--- src/rtl/cpu_seq_pkg.sv ---
// Shared types and constants for the CPU instruction-frame sequencer:
// sequencer states, T-state codes, register indices and an instruction byte picker.
package cpu_seq_pkg;

  typedef enum logic [1:0] {
    ST_IDLE,
    ST_RUN,
    ST_NEXT,
    ST_DONE
  } seq_state_e;

  localparam logic [1:0] T1 = 2'd0;
  localparam logic [1:0] T2 = 2'd1;
  localparam logic [1:0] T3 = 2'd2;
  localparam logic [1:0] T4 = 2'd3;

  localparam int unsigned REG_B = 0;
  localparam int unsigned REG_C = 1;
  localparam int unsigned REG_D = 2;
  localparam int unsigned REG_E = 3;
  localparam int unsigned REG_H = 4;
  localparam int unsigned REG_L = 5;
  localparam int unsigned REG_A = 6;

  // Widest instruction vector the 2-bit length field can address.
  localparam int unsigned INSTR_VEC_BYTES = 4;

  function automatic logic [7:0] instr_byte(input logic [8*INSTR_VEC_BYTES-1:0] instr,
                                            input logic [1:0]                   k);
    return instr[{k, 3'b000} +: 8];
  endfunction

endpackage

--- src/rtl/cpu_instr_seq_stab.sv ---
// Register stability checker: snapshots the monitored CPU registers on snap_en and
// reports a mismatch pulse while chk_en is high and any protected register has moved.
module cpu_instr_seq_stab #(
  parameter int NREG = 7
) (
  input  logic              clk,
  input  logic              snap_en,
  input  logic              chk_en,
  input  logic [8*NREG-1:0] regs,
  input  logic [NREG-1:0]   reg_mask,
  input  logic              chk_sp_f,
  input  logic [23:0]       sp_f,
  output logic              mismatch
);

  logic [8*NREG-1:0] regs_snap_q, regs_snap_d;
  logic [23:0]       sp_f_snap_q, sp_f_snap_d;
  logic [NREG-1:0]   reg_diff;

  // NOTE: every variable assigned in always_comb gets a default first, so no
  // path leaves it unassigned and no latch is inferred.
  always_comb begin
    regs_snap_d = regs_snap_q;
    sp_f_snap_d = sp_f_snap_q;
    if (snap_en) begin
      regs_snap_d = regs;
      sp_f_snap_d = sp_f;
    end
  end

  always_comb begin
    reg_diff = '0;
    for (int i = 0; i < NREG; i++) begin
      reg_diff[i] = regs[8*i +: 8] != regs_snap_q[8*i +: 8];
    end
    mismatch = chk_en && ((|(reg_diff & reg_mask)) ||
                          (chk_sp_f && (sp_f != sp_f_snap_q)));
  end

  // NOTE: snapshot storage has no reset: it is always written at M1 T4 before
  // the check window opens, so a reset would only cost routing.
  // NOTE: sequential state uses non-blocking assignments so every flop samples
  // pre-edge values regardless of process ordering.
  always_ff @(posedge clk) begin
    regs_snap_q <= regs_snap_d;
    sp_f_snap_q <= sp_f_snap_d;
  end

endmodule

--- src/rtl/cpu_instr_seq.sv ---
// Instruction-frame sequencer: drives opcode/operand bytes onto din, tracks M/T cycles,
// and flags register disturbance. Define CPU_INSTR_SEQ_ADR_CHECK_EN to check fetch addresses.
module cpu_instr_seq
  import cpu_seq_pkg::*;
#(
  parameter int MAX_BYTES = 3,
  parameter int MAX_MCYC  = 6,
  parameter int NREG      = 7
) (
  input  logic                   clk,
  input  logic                   reset,
  input  logic                   start,
  input  logic [1:0]             instr_len,
  input  logic [2:0]             mcyc_len,
  input  logic [8*MAX_BYTES-1:0] instr,
  input  logic [15:0]            pc_start,
  input  logic [7:0]             fill,
  input  logic [15:0]            adr,
  input  logic [8*NREG-1:0]      regs,
  input  logic [NREG-1:0]        reg_mask,
  input  logic                   chk_sp_f,
  input  logic [23:0]            sp_f,
  output logic [7:0]             din,
  output logic                   busy,
  output logic [2:0]             mcyc,
  output logic [1:0]             tcyc,
  output logic                   done,
  output logic                   cfg_err,
  output logic                   adr_err,
  output logic                   stab_err
);

  seq_state_e state_q, state_d;
  logic [2:0] mcyc_q, mcyc_d;
  logic [1:0] tcyc_q, tcyc_d;
  logic       cfg_err_q, cfg_err_d;
  logic       stab_err_q, stab_err_d;

  logic [1:0]             instr_len_q, instr_len_d;
  logic [2:0]             mcyc_len_q, mcyc_len_d;
  logic [8*MAX_BYTES-1:0] instr_q, instr_d;
  logic [NREG-1:0]        reg_mask_q, reg_mask_d;
  logic                   chk_sp_f_q, chk_sp_f_d;

  logic       cfg_ok;
  logic       accept;
  logic       fetch_cyc;
  logic [1:0] byte_idx;
  logic       snap_en;
  logic       chk_en;
  logic       stab_mis;

  always_comb begin
    cfg_ok = (instr_len != 2'd0) &&
             (int'(instr_len) <= MAX_BYTES) &&
             (mcyc_len >= {1'b0, instr_len}) &&
             (int'(mcyc_len) <= MAX_MCYC);
  end

  assign accept    = (state_q == ST_IDLE) && start && cfg_ok;
  assign fetch_cyc = (state_q == ST_RUN) && (mcyc_q <= {1'b0, instr_len_q});
  assign byte_idx  = 2'(mcyc_q - 3'd1);
  assign snap_en   = (state_q == ST_RUN) && (mcyc_q == 3'd1) && (tcyc_q == T4);
  assign chk_en    = ((state_q == ST_RUN) && (mcyc_q != 3'd1)) || (state_q == ST_NEXT);

  always_comb begin
    instr_len_d = instr_len_q;
    mcyc_len_d  = mcyc_len_q;
    instr_d     = instr_q;
    reg_mask_d  = reg_mask_q;
    chk_sp_f_d  = chk_sp_f_q;
    if (accept) begin
      instr_len_d = instr_len;
      mcyc_len_d  = mcyc_len;
      instr_d     = instr;
      reg_mask_d  = reg_mask;
      chk_sp_f_d  = chk_sp_f;
    end
  end

  always_comb begin
    state_d    = state_q;
    mcyc_d     = mcyc_q;
    tcyc_d     = tcyc_q;
    cfg_err_d  = cfg_err_q;
    stab_err_d = stab_err_q | stab_mis;
    case (state_q)
      ST_IDLE: begin
        if (start) begin
          if (cfg_ok) begin
            state_d    = ST_RUN;
            mcyc_d     = 3'd1;
            tcyc_d     = T1;
            cfg_err_d  = 1'b0;
            stab_err_d = 1'b0;
          end else begin
            cfg_err_d = 1'b1;
          end
        end
      end
      ST_RUN: begin
        tcyc_d = tcyc_q + 2'd1;
        if (tcyc_q == T4) begin
          if (mcyc_q == mcyc_len_q) begin
            state_d = ST_NEXT;
            mcyc_d  = 3'd1;
          end else begin
            mcyc_d = mcyc_q + 3'd1;
          end
        end
      end
      ST_NEXT: begin
        tcyc_d = tcyc_q + 2'd1;
        if (tcyc_q == T4) begin
          state_d = ST_DONE;
          mcyc_d  = 3'd0;
        end
      end
      ST_DONE: state_d = ST_IDLE;
      default: state_d = ST_IDLE;
    endcase
  end

  // Instruction bytes are presented for the whole fetch M-cycle; fill otherwise.
  always_comb begin
    din = fill;
    if (fetch_cyc) begin
      din = instr_byte((8*INSTR_VEC_BYTES)'(instr_q), byte_idx);
    end
  end

  always_ff @(posedge clk) begin
    if (reset) begin
      state_q    <= ST_IDLE;
      mcyc_q     <= 3'd0;
      tcyc_q     <= T1;
      cfg_err_q  <= 1'b0;
      stab_err_q <= 1'b0;
    end else begin
      state_q    <= state_d;
      mcyc_q     <= mcyc_d;
      tcyc_q     <= tcyc_d;
      cfg_err_q  <= cfg_err_d;
      stab_err_q <= stab_err_d;
    end
  end

  always_ff @(posedge clk) begin
    instr_len_q <= instr_len_d;
    mcyc_len_q  <= mcyc_len_d;
    instr_q     <= instr_d;
    reg_mask_q  <= reg_mask_d;
    chk_sp_f_q  <= chk_sp_f_d;
  end

  cpu_instr_seq_stab #(
    .NREG(NREG)
  ) u_stab (
    .clk      (clk),
    .snap_en  (snap_en),
    .chk_en   (chk_en),
    .regs     (regs),
    .reg_mask (reg_mask_q),
    .chk_sp_f (chk_sp_f_q),
    .sp_f     (sp_f),
    .mismatch (stab_mis)
  );

`ifdef CPU_INSTR_SEQ_ADR_CHECK_EN
  logic [15:0] pc_q, pc_d;
  logic [15:0] adr_exp;
  logic        adr_chk;
  logic        adr_err_q, adr_err_d;

  always_comb begin
    pc_d    = accept ? pc_start : pc_q;
    adr_chk = 1'b0;
    adr_exp = pc_q + 16'(mcyc_q) - 16'd1;
    if (tcyc_q == T1) begin
      if (fetch_cyc) begin
        adr_chk = 1'b1;
      end else if (state_q == ST_NEXT) begin
        adr_chk = 1'b1;
        adr_exp = pc_q + 16'(instr_len_q);
      end
    end
    adr_err_d = adr_err_q | (adr_chk && (adr != adr_exp));
    if (accept) begin
      adr_err_d = 1'b0;
    end
  end

  always_ff @(posedge clk) begin
    pc_q <= pc_d;
    if (reset) begin
      adr_err_q <= 1'b0;
    end else begin
      adr_err_q <= adr_err_d;
    end
  end

  assign adr_err = adr_err_q;
`else
  logic unused_adr;
  assign unused_adr = ^{adr, pc_start};
  assign adr_err    = 1'b0;
`endif

  assign busy     = (state_q == ST_RUN) || (state_q == ST_NEXT);
  assign done     = (state_q == ST_DONE);
  assign mcyc     = mcyc_q;
  assign tcyc     = tcyc_q;
  assign cfg_err  = cfg_err_q;
  assign stab_err = stab_err_q;

endmodule

--- config.mk ---
export PLATFORM = sky130hd
export DESIGN_NAME = cpu_instr_seq
export DESIGN_NICKNAME = d
export VERILOG_FILES = /design/src/rtl/cpu_seq_pkg.sv /design/src/rtl/cpu_instr_seq_stab.sv /design/src/rtl/cpu_instr_seq.sv
export SDC_FILE = /design/constraint.sdc
export NUM_CORES = 1
export LEC_CHECK = 0
export BUFFER_PORTS_ARGS = -buffer_cell sky130_fd_sc_hd__buf_2
export CAP_MARGIN = 30
export CORE_MARGIN = 5
export CORE_UTILIZATION = 40
export DETAILED_ROUTE_END_ITERATION = 7
export PLACE_DENSITY = 0.64
export SETUP_SLACK_MARGIN = 0.2
export SLEW_MARGIN = 40
export SYNTH_ARGS = -nofsm -noshare
export SYNTH_HDL_FRONTEND = slang
export SYNTH_SLANG_ARGS = --single-unit
--- constraint.sdc ---
create_clock -name clk -period 8.27 [get_ports clk]
set_input_delay 1.654 -clock clk [delete_from_list [all_inputs] [get_ports clk]]
set_output_delay 1.654 -clock clk [all_outputs]
set_load 0.01 [all_outputs]
After elaboration in Yosys (flattened, before gate mapping)
Index checks and enable logic that the tools add are counted.
{"block": "word_totals", "ff_bits": 126, "latchBits": 0, "ramBits": 0, "rom_bits": 0, "inputBits": 160, "out_inout_bits": 18, "wordCells": 84, "memories": 0}
{"block": "op_classes", "add_sub_neg": 3, "n_mul": 0, "div_mod_pow": 0, "n_lt_le_gt_ge": 3, "eq_ne": 20, "shifts": 1, "mux": 20, "bitwise": 2, "n_reduce_logical": 23}
{"op": "$ne 8x8->1", "count": 7}
{"op": "$shiftx 32x6->8", "count": 1}
{"op": "$ne 24x24->1", "count": 1}
{"op": "$mux 3", "count": 5}
{"op": "$mux 2", "count": 7}
{"op": "$logic_and 1x1->1", "count": 10}
{"op": "$reduce_and 5->1", "count": 2}
{"op": "$pmux 3 s3", "count": 1}
{"op": "$mux 8", "count": 1}
{"op": "$pmux 2 s4", "count": 1}
{"op": "$and 7x7->7", "count": 1}
{"op": "$reduce_or 7->1", "count": 1}
{"op": "$eq 2x2->1 const B", "count": 3}
{"op": "$ne 2x2->1 const B", "count": 3}
{"op": "$mux 1", "count": 4}
{"op": "$ne 2x1->1 const B", "count": 2}
{"op": "$pmux 2 s2", "count": 1}
{"op": "$reduce_bool 2->1", "count": 2}
{"op": "$add 3x1->3 const B", "count": 1}
{"op": "$eq 3x1->1 const B", "count": 1}
{"op": "$eq 3x3->1", "count": 1}
{"op": "$ge 3x2->1", "count": 1}
{"op": "$le 3x2->1", "count": 1}
{"op": "$le 3x3->1 const B", "count": 1}
{"op": "11 further kinds", "count": 13}

Depth between registers and ports, before layout
{"block": "logic_depth", "ltp_word": 9, "depth_mapped": 8, "mapped_depth_nobuf": 7}

Cells and area by module
From an unflattened synthesis, not the netlist that was laid out.
{"block": "unflattened", "hier_cells": 351, "area_unflattened_um2": 5388.9}
{"mod": "cpu_instr_seq_stab", "n_inst": 1, "cells_per_inst": 192, "area_per_inst_um2": 3298.2, "seq_area_each_um2": 2402.3}
{"mod": "cpu_instr_seq", "n_inst": 1, "cells_per_inst": 159, "area_per_inst_um2": 2090.8, "seq_area_each_um2": 1291.2}

Least setup slack after synthesis
OpenSTA, ideal clock, no wires.
{"block": "synth_timing", "path_kind": "input port to flip-flop", "from": "input mcyc_len[0]", "to": "register chk_sp_f_q, enable pin", "setup_ns": 0.400, "arrival_time_ns": 3.165, "t_required_ns": 7.870, "slack_ns": 4.705, "cell_stages": 5, "n_path_buf": 0, "cell_sequence": "inv_1 -> ha_1 -> nand2b_1 -> a211o_1 -> and3_1"}
{"block": "synth_via", "elab_chain_len": 4, "word_cells_on_any_way": 5, "cone_classes": "order compare (2); reduce/logical (3)"}
{"element": "from (decl)", "line_no": "cpu_instr_seq.sv:14", "rtl": "input logic [2:0] mcyc_len,"}
{"element": "$ge 3x2->1", "line_no": "cpu_instr_seq.sv:56", "rtl": "(mcyc_len >= {1'b0, instr_len}) &&"}
{"element": "$logic_and 1x1->1", "line_no": "cpu_instr_seq.sv:55", "rtl": "(int'(instr_len) <= MAX_BYTES) &&"}
{"element": "$logic_and 1x1->1 *", "line_no": "cpu_instr_seq.sv:56"}
{"element": "$logic_and 1x1->1 *", "line_no": "cpu_instr_seq.sv:60", "rtl": "assign accept = (state_q == ST_IDLE) && start && cfg_ok;"}
{"element": "net accept", "line_no": "cpu_instr_seq.sv:46", "rtl": "logic accept;"}
{"element": "to (signal assigned)", "line_no": "cpu_instr_seq.sv:153", "rtl": "chk_sp_f_q <= chk_sp_f_d;"}
{"element": "to (decl)", "line_no": "cpu_instr_seq.sv:43", "rtl": "logic chk_sp_f_q, chk_sp_f_d;"}
Mark *: on every way through the listed nets, which the timed path passes. The rest lies on a longest branch.
A chain may end at the register's enable or synchronous reset.

Final worst setup path
{"block": "layout_timing", "from": "register mcyc_q[1] (netlist: mcyc[1])", "to": "output din[1]"}
{"block": "layout_via", "elab_chain_len": 3, "word_cells_on_any_way": 5, "cone_classes": "add/sub (1); order compare (1); shift (1); mux (1); reduce/logical (1)"}
{"element": "from (decl)", "line_no": "cpu_instr_seq.sv:34", "rtl": "logic [2:0] mcyc_q, mcyc_d;"}
{"element": "from (signal assigned)", "line_no": "cpu_instr_seq.sv:141", "rtl": "mcyc_q <= mcyc_d;"}
{"element": "$sub 2x1->2 / $le 3x2->1 (equally long branches)", "line_no": "cpu_instr_seq.sv:62, cpu_instr_seq.sv:61"}
{"element": "$shiftx 32x6->8 / $logic_and 1x1->1 (equally long branches)", "line_no": "cpu_seq_pkg.sv:30, cpu_instr_seq.sv:61"}
{"element": "$mux 8 *", "line_no": "cpu_instr_seq.sv:127", "rtl": "if (fetch_cyc) begin"}
{"element": "to (decl)", "line_no": "cpu_instr_seq.sv:23", "rtl": "output logic [7:0] din,"}
Mark *: on every way between the ends. The rest lies on a longest branch, timed or not.

==> key figures <==
Setup path
  – Critical path cell sequence: inv_1 > ha_1 > nor2_1 > a21oi_1 > o21ai_0 > buf_2
  – Signal arrival time at the worst endpoint: 2.39 ns
  – Largest fanout on the critical path: 11
  – Worst stage delay on the critical path: 0.50 ns
  – Worst R2R Setup Slack: 6.27 ns
  – Cell at the slowest stage of the critical path: ha_1
  – Path type of the worst setup path: register to output pin
  – Type of element capturing the critical path: output pin
  – Buf+Inv Stages, Crit Path: 2
  – Critical path launch point type: register
  – CP top delay family: adder cells
  – CP required: 6.62 ns

Synthesis
  – Count of yosys warnings during synthesis: 0
  – Cells after synthesis: 356
  – Post-synthesis instance area: 5360 um^2
  – Post-synth ARST share: 0
  – Post-synth top area share: 0.656
  – Number of distinct library cell variants in the gate-level netlist after synthesis: 41
  – Post-Syn Nets: 528
  – Commonest register cell after synthesis: edfxtp_1
  – Library cell with the largest summed area after synthesis: edfxtp_1
  – Mean instance size in the synthesized netlist: 15.0 um^2
  – Number of enable-type register cells in the synthesized netlist: 117
  – Most used standard cells in the synthesized netlist: 117 x edfxtp_1, 64 x xnor2_1, 19 x xor2_1
  – Post-synthesis register bit count: 126
  – Ranking of synthesized cells by area: edfxtp_1 66%, xnor2_1 10%, dfxtp_1 3.4%, xor2_1 3.1%, ha_1 2.8%
  – Cell with the most instances after synthesis: edfxtp_1
  – Sequential fraction of the synthesis area: 0.689

Run status
  – Outcome: complete, no violations

Final layout
  – Share of cells above drive strength 1: 0.343
  – Total number of nets in the final design: 689
  – Number of antenna cells inserted: 0
  – P&R area growth vs syn: 29.7%

Drt
  – Number of design-rule violations left by the first detailed-router iteration: 213
  – Via count: 3379
  – Routed WL per cell: 15.8 um
  – Overall routed net length: 11.1 mm
  – Post-route DRC: 0
  – First-pass iteration count of the detailed router: 4
  – Vias per cell: 4.79
  – Final ANT Viol Nets: 0

STA
  – Final Hold Vio Count: 0
  – Final TNS setup: 0 ns
  – Final max-slew violation count: 0
  – Worst max-slew margin expressed relative to the limit: 0.617
  – Tightest Pin Transition: 0.575 ns
  – Post-layout minimum cycle time: 4.04 ns
  – Setup repair after global routing missed its margin: no
  – Highest attainable clock frequency: 0.248 GHz
  – Final Cycle Share: 0.489
  – Worst clock skew: 0.00629 ns
  – Setup-failing EPs final: 0

Place
  – Final estimated routing congestion in global placement: 0.771
  – Post-DP HPWL: 8.32 mm
  – Port buffer count: 144

Floorplanning
  – Die boundary width: 126 um
  – Die Area: 15800 um^2
  – Vert. Die Dim: 126 um
  – Starting density of the core: 0.406
  – I/O pin count: 178
  – Core area: 13200 um^2
  – Number of rows in the core area: 42

Power and ir drop
  – Reported leakage power: 2.60 nW
  – Max VDD drop: 148 uV
  – Power per standard cell area: 259 nW/um^2
  – Total chip power: 0.00180 W

CTS
  – Clock tree from TritonCTS: done
  – # resized after CTS: 0
  – Number of buffers created by CTS: 17
  – H-tree Lvls: 4
  – Postcts setup bufs: 0
  – Source-to-sink clock delay at the later pin of the worst-skew pair: 0.41 ns
  – Cell chosen for the clock root: clkbuf_16
  – Number of sinks handled by clock tree synthesis: 126
  – Bufs on Longest Clock Path: 2
  – Clock transition at the registers of the reported paths: 0.06 ns
  – Cts-stage hold buffer count: 0

Global route
  – Overall track demand over capacity in global routing: 0.143
  – Total congestion overflow: 0
  – Initial antenna violation count: 1
  – Maximum number of pins on one net before global-route repair: 40
  – Wire length of the first global-routing pass: 17.8 mm
  – Number of global-route vias before repair: 3570

Job
  – Total of max-cap violations: 0

Worst hold path
  – Class of the tightest hold or removal check: register to register
==> kinds of logic (layout without fill, tap and decap cells) <==
group | after synthesis | after routing | share of synthesized area
AOI/OAI and AO/OA | 49 | 49 | 0.0535
other | 1 | 1 | 0.000700
xor gates and xnor gates | 83 | 83 | 0.136
buffers and inverters | 11 | 185 | 0.00864
adders and majority gates | 12 | 12 | 0.0280
and+or+nand+nor | 66 | 66 | 0.0689
DFF | 126 | 126 | 0.689
muxes | 8 | 8 | 0.0152
==> registers in the layout, summed over array words and instances (netlist names) <==
name	cells
instr_q	24
stab_err	1
instr_len_q	2
mcyc	3
reg_mask_q	7
u_stab.regs_snap_q	56
u_stab.sp_f_snap_q	24
state_q	2
mcyc_len_q	3
chk_sp_f_q	1
tcyc	2
cfg_err	1
==> worst register-to-register path: cells and delay by family, from the launching register on <==
kind          cells  cell delay, ns
buf+inv           2            0.36
simple gates      2            0.66
flops             1            0.34
fa+ha+maj         1            0.30
==> stage by stage <==
stage	instance area, um^2	instances	setup WS (ns)	hold WS [ns]	utilization
final	6950	706	4.23	0.499	0.527
after global routing	6950	706	4.02	0.542	0.527
after CTS	6950	706	4.18	0.503	0.527
after detailed placement	6330	674	4.56	0.495	0.480
after global placement	6280	672	4.58	0.474	0.476
after floorplan	5360	356	4.71	0.510	-
==> final cells by class <==
type | count | area [um^2]
clock buffers | 17 | 425
clock inverters | 15 | 195
well taps | 176 | 220
multi-input cells | 219 | 1630
inverters | 7 | 26.3
flip-flops and latches | 126 | 3690
repair buffers | 146 | 761
fillers | 1116 | 6240
==> cell usage in the layout (no fill, tap or decap), drive strengths merged, types with 2 or more instances in the layout <==
master,netlist,layout
nor4,4,4
mux2i,7,7
clkbuf,1,17
nand2,10,10
and3,2,2
nand2b,3,3
nor3,4,4
clkinvlp,0,6
o21ai,21,21
xor2,19,19
inv,7,8
nor3b,3,3
buf,3,146
edfxtp,117,117
dfxtp,9,9
nor2,11,11
nor2b,4,4
o31a,2,2
bufinv,0,4
ha,12,12
xnor2,64,64
or4,3,3
a21oi,16,16
clkinv,0,4
nand4,18,18
nand3,2,2
==> worst paths after layout <==
kind | startpoint | to | cells past startpoint
setup / recovery | mcyc[1] | din[1] | 6
hold / removal | tcyc[1] | tcyc[1] | 2
setup reg to reg | state_q[1] | u_stab.regs_snap_q[23] | 5
hold reg to reg | tcyc[1] | tcyc[1] | 2
==> report_power, final <==
group,switching (W),internal [W],leakage (nW)
clock network,0.000272,0.000502,0.283
registers,0.0000188,0.000740,1.14
logic,0.000155,0.000112,1.18
total,0.000445,0.00135,2.60
==> per-layer routing <==
layer	GRT usage	routed length, um	vias up	share of wire
met2	0.230	5400	99	0.49
met5	0	11	-	0.00099
met3	0.0478	677	23	0.061
li1	-	-	1652	-
met1	0.174	4780	1603	0.43
met4	0.0700	266	2	0.024
Power figures use the tool's default switching activity.
